--- src/rtl/wb_pkg.sv ---
// Shared types for the writeback stage: result-source and load-type encodings.
// The retire counter is built only when WB_RETIRE_CNT_EN is defined.
package wb_pkg;

    typedef enum logic [1:0] {
        SRC_ALU = 2'd0,
        SRC_MEM = 2'd1,
        SRC_PC4 = 2'd2,
        SRC_IMM = 2'd3
    } result_src_e;

    typedef enum logic [2:0] {
        LT_LB  = 3'd0,
        LT_LH  = 3'd1,
        LT_LW  = 3'd2,
        LT_LBU = 3'd4,
        LT_LHU = 3'd5
    } load_type_e;

    function automatic int unsigned src_sel_w(input int unsigned num_src);
        return (num_src > 1) ? $clog2(num_src) : 1;
    endfunction

endpackage

--- src/rtl/wb_if.sv ---
// Bus between the memory-stage register and the writeback stage, plus the register-file port.
// master drives the instruction fields; slave is the writeback stage.
interface wb_if
    import wb_pkg::*;
#(
    parameter int XLEN       = 32,
    parameter int REG_ADDR_W = 5,
    parameter int NUM_SRC    = 4
);
    localparam int SRC_W = src_sel_w(NUM_SRC);

    logic                  valid_i;
    logic                  stall_i;
    logic                  flush_i;
    logic                  ready_o;
    logic                  reg_write_i;
    logic [SRC_W-1:0]      result_src_i;
    logic [2:0]            load_type_i;
    logic [XLEN-1:0]       alu_result_i;
    logic [XLEN-1:0]       read_data_i;
    logic [XLEN-1:0]       pc_plus4_i;
    logic [XLEN-1:0]       imm_i;
    logic [REG_ADDR_W-1:0] rd_i;
    logic                  valid_o;
    logic                  reg_write_o;
    logic [REG_ADDR_W-1:0] rd_o;
    logic [XLEN-1:0]       result_o;

    modport master (
        output valid_i, stall_i, flush_i, reg_write_i, result_src_i, load_type_i,
               alu_result_i, read_data_i, pc_plus4_i, imm_i, rd_i,
        input  ready_o, valid_o, reg_write_o, rd_o, result_o
    );

    modport slave (
        input  valid_i, stall_i, flush_i, reg_write_i, result_src_i, load_type_i,
               alu_result_i, read_data_i, pc_plus4_i, imm_i, rd_i,
        output ready_o, valid_o, reg_write_o, rd_o, result_o
    );

endinterface

--- src/rtl/wb_load_align.sv ---
// Combinational sub-word load alignment: picks the byte/half/word addressed by the low
// address bits and sign- or zero-extends it; unknown funct3 passes the raw word through.
module wb_load_align
    import wb_pkg::*;
#(
    parameter int XLEN  = 32,
    parameter int OFF_W = (XLEN == 64) ? 3 : 2
) (
    input  logic [XLEN-1:0]  read_data_i,
    input  logic [OFF_W-1:0] off_i,
    input  logic [2:0]       load_type_i,
    output logic [XLEN-1:0]  load_val_o
);
    localparam int SH_W = OFF_W + 3;

    logic [SH_W-1:0] byte_sh;
    logic [SH_W-1:0] half_sh;
    logic [SH_W-1:0] word_sh;
    logic [XLEN-1:0] byte_data;
    logic [XLEN-1:0] half_data;
    logic [XLEN-1:0] word_data;

    always_comb begin
        byte_sh = {off_i, 3'b000};
        // Halfword accesses ignore the low offset bit.
        half_sh = {off_i[OFF_W-1:1], 4'b0000};
        word_sh = '0;
        if (XLEN == 64) begin
            word_sh = {off_i[OFF_W-1], {(SH_W-1){1'b0}}};
        end
        byte_data = read_data_i >> byte_sh;
        half_data = read_data_i >> half_sh;
        word_data = read_data_i >> word_sh;
    end

    always_comb begin
        load_val_o = read_data_i;
        case (load_type_i)
            LT_LB:   load_val_o = XLEN'($signed(byte_data[7:0]));
            LT_LH:   load_val_o = XLEN'($signed(half_data[15:0]));
            LT_LW:   load_val_o = XLEN'($signed(word_data[31:0]));
            LT_LBU:  load_val_o = XLEN'(byte_data[7:0]);
            LT_LHU:  load_val_o = XLEN'(half_data[15:0]);
            default: load_val_o = read_data_i;
        endcase
    end

endmodule

--- src/rtl/writeback_stage.sv ---
// Registered writeback stage: source mux, load alignment and one pipeline register with
// stall/flush. Optional retired-instruction counter when WB_RETIRE_CNT_EN is defined.
module writeback_stage
    import wb_pkg::*;
#(
    parameter int XLEN       = 32,
    parameter int REG_ADDR_W = 5,
    parameter int NUM_SRC    = 4,
    parameter int CNT_W      = 64
) (
    input  logic            clk,
    input  logic            rst,
    wb_if.slave             bus
`ifdef WB_RETIRE_CNT_EN
    ,
    output logic [CNT_W-1:0] retire_cnt_o
`endif
);
    localparam int OFF_W = (XLEN == 64) ? 3 : 2;

    logic [XLEN-1:0]       load_val;
    logic [XLEN-1:0]       result_d;
    logic [1:0]            src_sel;
    logic                  reg_write_d;
    logic                  valid_q;
    logic                  reg_write_q;
    logic [REG_ADDR_W-1:0] rd_q;
    logic [XLEN-1:0]       result_q;

    wb_load_align #(
        .XLEN  (XLEN),
        .OFF_W (OFF_W)
    ) u_align (
        .read_data_i (bus.read_data_i),
        .off_i       (bus.alu_result_i[OFF_W-1:0]),
        .load_type_i (bus.load_type_i),
        .load_val_o  (load_val)
    );

    always_comb begin
        src_sel  = 2'(bus.result_src_i);
        result_d = bus.alu_result_i;
        // Encodings beyond the configured source count fall back to the ALU.
        if (int'(bus.result_src_i) < NUM_SRC) begin
            case (result_src_e'(src_sel))
                SRC_MEM: result_d = load_val;
                SRC_PC4: result_d = bus.pc_plus4_i;
                SRC_IMM: result_d = bus.imm_i;
                default: result_d = bus.alu_result_i;
            endcase
        end
    end

    assign reg_write_d = bus.valid_i & bus.reg_write_i & (bus.rd_i != '0) & ~bus.flush_i;

    always_ff @(posedge clk or posedge rst) begin
        if (rst) begin
            valid_q     <= 1'b0;
            reg_write_q <= 1'b0;
            rd_q        <= '0;
            result_q    <= '0;
        end else if (bus.stall_i) begin
            // A flush during a stall kills the held instruction but keeps its data.
            if (bus.flush_i) begin
                valid_q     <= 1'b0;
                reg_write_q <= 1'b0;
            end
        end else begin
            valid_q     <= bus.valid_i & ~bus.flush_i;
            reg_write_q <= reg_write_d;
            rd_q        <= bus.rd_i;
            result_q    <= result_d;
        end
    end

`ifdef WB_RETIRE_CNT_EN
    logic [CNT_W-1:0] retire_cnt_q;

    always_ff @(posedge clk or posedge rst) begin
        if (rst) begin
            retire_cnt_q <= '0;
        end else if (bus.valid_i && !bus.flush_i && !bus.stall_i) begin
            retire_cnt_q <= retire_cnt_q + CNT_W'(1);
        end
    end

    assign retire_cnt_o = retire_cnt_q;
`endif

    assign bus.ready_o     = ~bus.stall_i;
    assign bus.valid_o     = valid_q;
    assign bus.reg_write_o = reg_write_q;
    assign bus.rd_o        = rd_q;
    assign bus.result_o    = result_q;

endmodule

--- src/flat_wrapper.sv ---
// flat-port wrapper written by rule: the top's interface ports become plain ports
module writeback_stage_flat import wb_pkg::*;
#(
    parameter int XLEN       = 32,
    parameter int REG_ADDR_W = 5,
    parameter int NUM_SRC    = 4,
    parameter int CNT_W      = 64
)
  (clk, rst, bus_valid_i, bus_stall_i, bus_flush_i, bus_reg_write_i, bus_result_src_i, bus_load_type_i, bus_alu_result_i, bus_read_data_i, bus_pc_plus4_i, bus_imm_i, bus_rd_i, bus_ready_o, bus_valid_o, bus_reg_write_o, bus_rd_o, bus_result_o);
  wb_if #(.XLEN(XLEN), .REG_ADDR_W(REG_ADDR_W), .NUM_SRC(NUM_SRC)) bus_i ();
  input  logic clk;
  input  logic rst;
  input wire logic [$bits(bus_i.valid_i)-1:0] bus_valid_i;
  input wire logic [$bits(bus_i.stall_i)-1:0] bus_stall_i;
  input wire logic [$bits(bus_i.flush_i)-1:0] bus_flush_i;
  input wire logic [$bits(bus_i.reg_write_i)-1:0] bus_reg_write_i;
  input wire logic [$bits(bus_i.result_src_i)-1:0] bus_result_src_i;
  input wire logic [$bits(bus_i.load_type_i)-1:0] bus_load_type_i;
  input wire logic [$bits(bus_i.alu_result_i)-1:0] bus_alu_result_i;
  input wire logic [$bits(bus_i.read_data_i)-1:0] bus_read_data_i;
  input wire logic [$bits(bus_i.pc_plus4_i)-1:0] bus_pc_plus4_i;
  input wire logic [$bits(bus_i.imm_i)-1:0] bus_imm_i;
  input wire logic [$bits(bus_i.rd_i)-1:0] bus_rd_i;
  output wire logic [$bits(bus_i.ready_o)-1:0] bus_ready_o;
  output wire logic [$bits(bus_i.valid_o)-1:0] bus_valid_o;
  output wire logic [$bits(bus_i.reg_write_o)-1:0] bus_reg_write_o;
  output wire logic [$bits(bus_i.rd_o)-1:0] bus_rd_o;
  output wire logic [$bits(bus_i.result_o)-1:0] bus_result_o;
  assign bus_i.valid_i = bus_valid_i;
  assign bus_i.stall_i = bus_stall_i;
  assign bus_i.flush_i = bus_flush_i;
  assign bus_i.reg_write_i = bus_reg_write_i;
  assign bus_i.result_src_i = bus_result_src_i;
  assign bus_i.load_type_i = bus_load_type_i;
  assign bus_i.alu_result_i = bus_alu_result_i;
  assign bus_i.read_data_i = bus_read_data_i;
  assign bus_i.pc_plus4_i = bus_pc_plus4_i;
  assign bus_i.imm_i = bus_imm_i;
  assign bus_i.rd_i = bus_rd_i;
  assign bus_ready_o = bus_i.ready_o;
  assign bus_valid_o = bus_i.valid_o;
  assign bus_reg_write_o = bus_i.reg_write_o;
  assign bus_rd_o = bus_i.rd_o;
  assign bus_result_o = bus_i.result_o;
  writeback_stage #(.XLEN(XLEN), .REG_ADDR_W(REG_ADDR_W), .NUM_SRC(NUM_SRC), .CNT_W(CNT_W)) u_core (.clk(clk), .rst(rst), .bus(bus_i));
endmodule
--- config.mk ---
export PLATFORM = sky130hd
export DESIGN_NAME = writeback_stage_flat
export DESIGN_NICKNAME = d
export VERILOG_FILES = /design/src/rtl/wb_pkg.sv /design/src/rtl/wb_if.sv /design/src/rtl/wb_load_align.sv /design/src/rtl/writeback_stage.sv /design/src/flat_wrapper.sv
export SDC_FILE = /design/constraint.sdc
export NUM_CORES = 1
export LEC_CHECK = 0
export ABC_AREA = 1
export BUFFER_PORTS_ARGS = -buffer_cell sky130_fd_sc_hd__buf_4
export CAP_MARGIN = 5
export CORE_MARGIN = 3
export CORE_UTILIZATION = 48
export DETAILED_ROUTE_END_ITERATION = 10
export GPL_TIMING_DRIVEN = 0
export PLACE_DENSITY = 0.87
export SYNTH_ARGS = -nofsm -noshare
export SYNTH_HDL_FRONTEND = slang
export SYNTH_SLANG_ARGS = --single-unit
--- constraint.sdc ---
create_clock -name clk -period 2.17 [get_ports clk]
set_clock_uncertainty 0.15 [all_clocks]
set_input_delay 0.1085 -clock clk [delete_from_list [all_inputs] [get_ports clk]]
set_output_delay 0.1085 -clock clk [all_outputs]
set_load 0.01 [all_outputs]
==> results.md, run 1 <==
- Worst Hold Slack: -0.00118 ns
- WL/cell: 16.7 um
- Remaining antenna violation count after routing: 0
- Worst path cell trace: clkbuf_1, clkinv_1, nand3_1, dlygate4sd3_1, nand2_1, dlygate4sd3_1
- Setup_tns: 0 ns
- Die Wd: 87.5 um
- Switching Fraction: 35.6%
- CP delay by family, top: buffers and inverters
- # Max-Cap Violations: 0
- Htree depth: 2
- Vias: 4567
- Global Route Usage Sum: 35.8%
- Post-cts resize count: 0
- Leading cell type in the layout, fill and taps excluded: nand2_1
- Fillcell total: 456
- Total grt overflow: 0
- DR iter-0 viols: 301
- Global-route wire length before repair: 21.3 mm
- Initial Util: 50.0%
- Slew margin rel.: 41.9%
- Worst skew pair latency: 0.30 ns
- Hold Crit Class: in2reg
- Dpl cell area: 4650 sq um
- RSZ-0062 raised after global routing: false
- Top_reg_cell synth: dfrtp_1
- Pwr Density: 453 nW/um^2
- Synthesized cell area: 3190 sq um
- Fraction of layout cells with a size suffix above 1: 29.7%
- Critical Path AT: 2.09 ns
- Register area: 976 sq um
- Clk pwr share: 22.4%
- Post-Syn Instances: 545
- Worst path max stage delay: 0.59 ns
- Core outline area: 6390 sq um
- Comb pwr share: 40.3%
- Element type at the critical path end: register
- DIE HEIGHT: 87.5 um
- Tmin final: 2.05 ns
- Buf+Inv Stages, Crit Path: 4
- Fin. Hold Viols: 1
- Site Rows: 29
- Status: finished, violations left
- DP Cell Count: 803
- Number of global-route vias before repair: 4607
- I/O pins: 184
- CTS tree: yes
- Post-CTS Setup Bufs: 0
- Slowest CP cell: dlygate4sd3_1
- Post-synthesis sequential area ratio: 30.6%
- Mean post-synth cell area: 5.86 sq um
- Pint: 1490 uW
- Area occupied by multi-input gates: 1920 sq um
- Critical path class: in2reg
- Syn nets: 689
- Fin crit share: 94.3%
- Psw: 825 uW
- Post-route worst setup slack: 0.124 ns
- Finished Layout Cells: 849
- Largest net degree at the start of global routing: 40
- DR vias/cell: 5.38
- Clk buf depth: 2
- Yosys cell types: 29
- Final Cell Area: 5110 sq um
- Slew Viols, Final: 0
- Max Freq: 489 MHz
- Layout area overhead: 60.2%
- Crit Path Max Fanout: 10
- Slew @ Worst Pin: 0.870 ns
- Number of synthesized register bits: 39
- Clk root buf: clkbuf_8
- Drt first pass iters: 5
- Most frequent CP cell: dlygate4sd3_1
- Diode count: 0
- Synth warn: 0
- Placer Congestion: 0.973
- HPWL Detailed: 10.1 mm
- Buffers on Ports: 181
- Num CTS Buffers: 5
- Initial antenna violation count: 0
- Leak: 0.00278 uW
- Final setup viols: 0
- Place WS: 0.581 ns
- DRC errors left: 0
- Count of flip-flops with a built-in enable after synthesis: 0
- Max VDD drop: 358 uV
- Clock net sink count: 39
- Post-Route WL: 14.2 mm
- Full die area: 7660 sq um
- Setup crit start kind: input port
- Clock Pin Slew Worst Setup and Hold Paths: 0.09 ns
- Most frequent cells in the layout: nand2_1, buf_4, nor2_1
- Violated checks: hold timing
- Nets: 915
- Sequential share of power: 37.3%
- Hold buffers post-CTS: 38
- Worst path required time: 2.22 ns
- Synth async-reset ratio: 100%
## area by class of cell
| class | count | share of cell area (%) |
|---|---|---|
| Clock buffer | 6 | 1.42 |
| Tap cell | 77 | 1.88 |
| Multi-Input combinational cell | 436 | 37.5 |
| Timing Repair Buffer | 219 | 34.0 |
| Inverter | 40 | 3.03 |
| Sequential cell | 39 | 19.1 |
| Clock inverter | 2 | 0.245 |
| Buffer | 30 | 2.81 |
## kinds of logic (layout without fill, tap and decap cells)
kind of cell           after synthesis  after routing  share of synthesized area [%]
AOI/OAI and AO/OA                  105            105                           17.8
and+or+nand+nor                    331            331                           42.3
DFF                                 39             39                           30.6
buffers and inverters               70            297                           9.37
## power groups by stage
stage          registers (uW)  clock network (uW)  logic (uW)
6_report                  864                 518         934
5_1_grt                   870                 538        1010
4_1_cts                   859                 512         907
3_5_place_dp              871                   0         851
3_3_place_gp              870                   0         832
2_1_floorplan             906                   0         360
## final timing paths
path | startpoint | end | slack, ns | cells past startpoint
min in group asynchronous | rst | u_core.bus.result_o[28] | 0.40 | 3
hold / removal | bus_alu_result_i[21] | u_core.bus.result_o[21] | -0.001 | 5
setup / recovery | bus_stall_i | u_core.bus.valid_o | 0.12 | 6
setup reg to reg | u_core.bus.reg_write_o | u_core.bus.reg_write_o | 0.80 | 3
hold reg to reg | u_core.bus.result_o[13] | u_core.bus.result_o[13] | 0.35 | 2
max in group asynchronous | rst | u_core.bus.result_o[26] | 0.91 | 3
## per-layer routing
metal,routed length [um],up-vias,GRT usage [%]
li1,-,2150,-
met1,5030,2056,39.3
met2,6980,314,63.2
met3,1670,47,10.7
met4,477,0,17.0
met5,0,-,0
## cells in the mapped netlist, types with 2 or more instances
library cell | count | share of area (%)
clkbuf_1 | 16 | 1.9
o21ai_2 | 5 | 1.4
o211ai_1 | 2 | 0.47
inv_1 | 35 | 4.1
dfrtp_1 | 39 | 31
nand3_1 | 14 | 2.2
o21ai_1 | 7 | 1.1
buf_6 | 2 | 0.71
nand2_1 | 187 | 22
a21oi_1 | 44 | 6.9
o21ai_0 | 44 | 6.9
nand2_4 | 4 | 1.4
inv_2 | 3 | 0.35
nand2_2 | 8 | 1.6
nor2_1 | 112 | 13
buf_2 | 10 | 1.6
## state kept, by name (all words and copies together), names as in the netlist
name / flops
u_core.bus.valid_o: 1
u_core.bus.result_o: 32
u_core.bus.reg_write_o: 1
u_core.bus.rd_o: 5
## stage by stage
step	hold WS (ns)	power, uW	utilization (%)
after floorplan	0.0681	1270	-
final	-0.00118	2320	80.1
after global placement	0.175	1700	72.8
after CTS	0.00367	2280	80.1
after global routing	0.0244	2420	80.1
after detailed placement	0.177	1720	72.8
## worst reg2reg max path: cells and delay by family, from the launching register on
family / cells / cell delay [ns]
and+or+nand+nor: 2 / 0.14
buffers and inverters: 1 / 0.57
DFF: 1 / 0.39
Power figures use the tool's default switching activity.
==> run 2: changes to the inputs <==
Settings changed: CORE_UTILIZATION 48 to 45, PLACE_DENSITY 0.87 to 0.82.
Clock period 2.17 ns to 2.1 ns, I/O delays scaled along.
==> run 2 against run 1 <==
The flow now finishes without violations. Routed wire length down 0.16%. Largest cell class is now non-clock buffers. Clock-buffer cell count unchanged. Clock power up 4.8%. Non-clock buffer count up 4. Sequential cell count unchanged. Critical path type unchanged. Sequential share of layout area down 0.24 points. Final cell count up 2.7%. Core utilization down 4.3 points.
==> results.md, run 2 (synthesis results as in run 1) <==
- Status: completed
- Worst skew pair latency: 0.30 ns (about the same)
- Hold Crit Class: in2reg
- Element type at the critical path end: register
- Fin crit share: 97.8%
- Max VDD drop: 282 uV (-21%)
- Worst path required time: 2.19 ns (-0.03 ns)
- Global-route wire length before repair: 22.1 mm (+4.0%)
- Die Wd: 90.2 um (+3.1%)
- DRC errors left: 0 (unchanged)
- HPWL Detailed: 10.1 mm (-0.45%)
- Initial Util: 46.7% (-3.3 points)
- Global Route Usage Sum: 33.9% (-1.9 points)
- Worst path max stage delay: 0.57 ns (-0.02 ns)
- Final setup viols: 0 (unchanged)
- Setup_tns: 0 ns (unchanged)
- DIE HEIGHT: 90.2 um (+3.1%)
- Most frequent CP cell: dlygate4sd3_1
- Total grt overflow: 0 (unchanged)
- Site Rows: 30 (+3.4%)
- I/O pins: 184 (unchanged)
- Critical Path AT: 2.14 ns (+0.05 ns)
- Initial antenna violation count: 0 (unchanged)
- Number of global-route vias before repair: 4509 (-2.1%)
- Diode count: 0 (unchanged)
- Fraction of layout cells with a size suffix above 1: 29.6% (about the same)
- Crit Path Max Fanout: 3 (-7)
- Leading cell type in the layout, fill and taps excluded: nand2_1
- Nets: 919 (+0.44%)
- RSZ-0062 raised after global routing: false
- Finished Layout Cells: 872 (+2.7%)
- Worst R2R Start: u_core.bus.valid_o
- Clk root buf: clkbuf_8
- Setup crit start: bus_flush_i
- Slowest CP cell: dlygate4sd3_1
- Power, Total: 2400 uW (+3.6%)
- Tmin final: 2.05 ns
- Clock net sink count: 39 (unchanged)
- Buffers on Ports: 181 (unchanged)
- Placer Congestion: 0.956 (-1.8%)
- Slew margin rel.: 42.6% (+0.64 points)
- Slew @ Worst Pin: 0.860 ns (-0.00957 ns)
- DR iter-0 viols: 293 (-2.7%)
- Slew Viols, Final: 0 (unchanged)
- DP Cell Count: 822 (+2.4%)
- Fin. Hold Viols: 0 (-1)
- Most frequent cells in the layout: nand2_1, buf_4, nor2_1
- Worst Hold Slack: 0.00439 ns (+0.00557 ns)
- Num CTS Buffers: 5 (unchanged)
- DR vias/cell: 5.20 (-3.3%)
- WL/cell: 16.2 um (-2.8%)
- Largest net degree at the start of global routing: 40 (unchanged)
- Max reg flops: 32 (unchanged)
- Clk buf depth: 2 (unchanged)
- Core outline area: 6830 sq um (+7.0%)
- # Max-Cap Violations: 0 (unchanged)
- Max Freq: 487 MHz
- Worst path cell trace: dlygate4sd3_1, buf_4, inv_2, nand3_1, dlygate4sd3_1, nand2_1, dlygate4sd3_1
- Hold Crit Start: bus_pc_plus4_i[31]
- Final Cell Area: 5180 sq um (+1.2%)
- CTS tree: yes
- Layout area overhead: 62.2%
- Post-Route WL: 14.1 mm (-0.16%)
- Htree depth: 2 (unchanged)
- Post-CTS Setup Bufs: 0 (unchanged)
- Pwr Density: 463 nW/um^2 (+2.3%)
- Leak: 0.00279 uW (+0.34%)
- Drt first pass iters: 5 (unchanged)
- Vias: 4534 (-0.72%)
- Critical path class: in2reg
- Dpl cell area: 4670 sq um (+0.51%)
- Setup crit start kind: input port
- Clock Pin Slew Worst Setup and Hold Paths: 0.08 ns (about the same)
- Full die area: 8140 sq um (+6.2%)
- Remaining antenna violation count after routing: 0 (unchanged)
[run 2: cell types whose count changed in the layout (fill, tap and decap cells not counted), sizes merged]
cell / delta
dlygate4sd3: +4
[run 2: path summary, 6_finish.rpt]
| kind | depth (start not counted) | slack, ns | end |
|---|---|---|---|
| worst max-delay path | 7 | 0.05 | u_core.bus.valid_o |
| worst min-delay path | 5 | 0.004 | u_core.bus.result_o[31] |
| min in group asynchronous | 3 | 0.38 | u_core.bus.result_o[17] |
| worst max register to register | 3 | 0.72 | u_core.bus.valid_o |
| worst min register to register | 2 | 0.34 | u_core.bus.result_o[28] |
| max in group asynchronous | 3 | 0.86 | u_core.bus.result_o[23] |
[run 2: cell type report]
class / count / area, sq um
Multi-Input combinational cell: 436 / 1920
Timing Repair Buffer: 223 / 1780
Fill cell: 537 / 1660
Sequential cell: 39 / 976
Inverter: 40 / 155
Buffer: 30 / 144
Tap cell: 96 / 120
Clock buffer: 6 / 72.6
Clock inverter: 2 / 12.5
[run 2: where the power goes]
part / switching [uW] / internal [uW]
Sequential: 53.7 / 836
Clock: 310 / 233
Combinational: 489 / 477
[run 2: what timing repair did]
item | CTS | global route
gates resized for setup | 0 | 1
hold buffers | 42 | 0
endpoints found under the hold margin | 74 | 0
setup endpoints to repair | 0 | 1
[run 2: critical path: cells and delay by family]
kind	cells	cell delay, ns
buf+inv	5	1.89
simple gates	2	0.14
[run 2: routing by layer]
metal  global-route usage (%)  vias up  part of all wire [%]
li1                         -     2166                     -
met1                     39.0     2031                    37
met2                     58.6      294                    49
met3                     10.2       43                    11
met4                     14.2        0                   3.4
met5                        0        -                     0
[run 2: stage by stage]
step	util [%]	worst slack [ns]
detailed placement	68.4	0.439
CTS	75.8	0.0954
finish	75.8	0.0456
global placement	68.4	0.349
floorplan	-	0.873
global route	75.8	0.0321
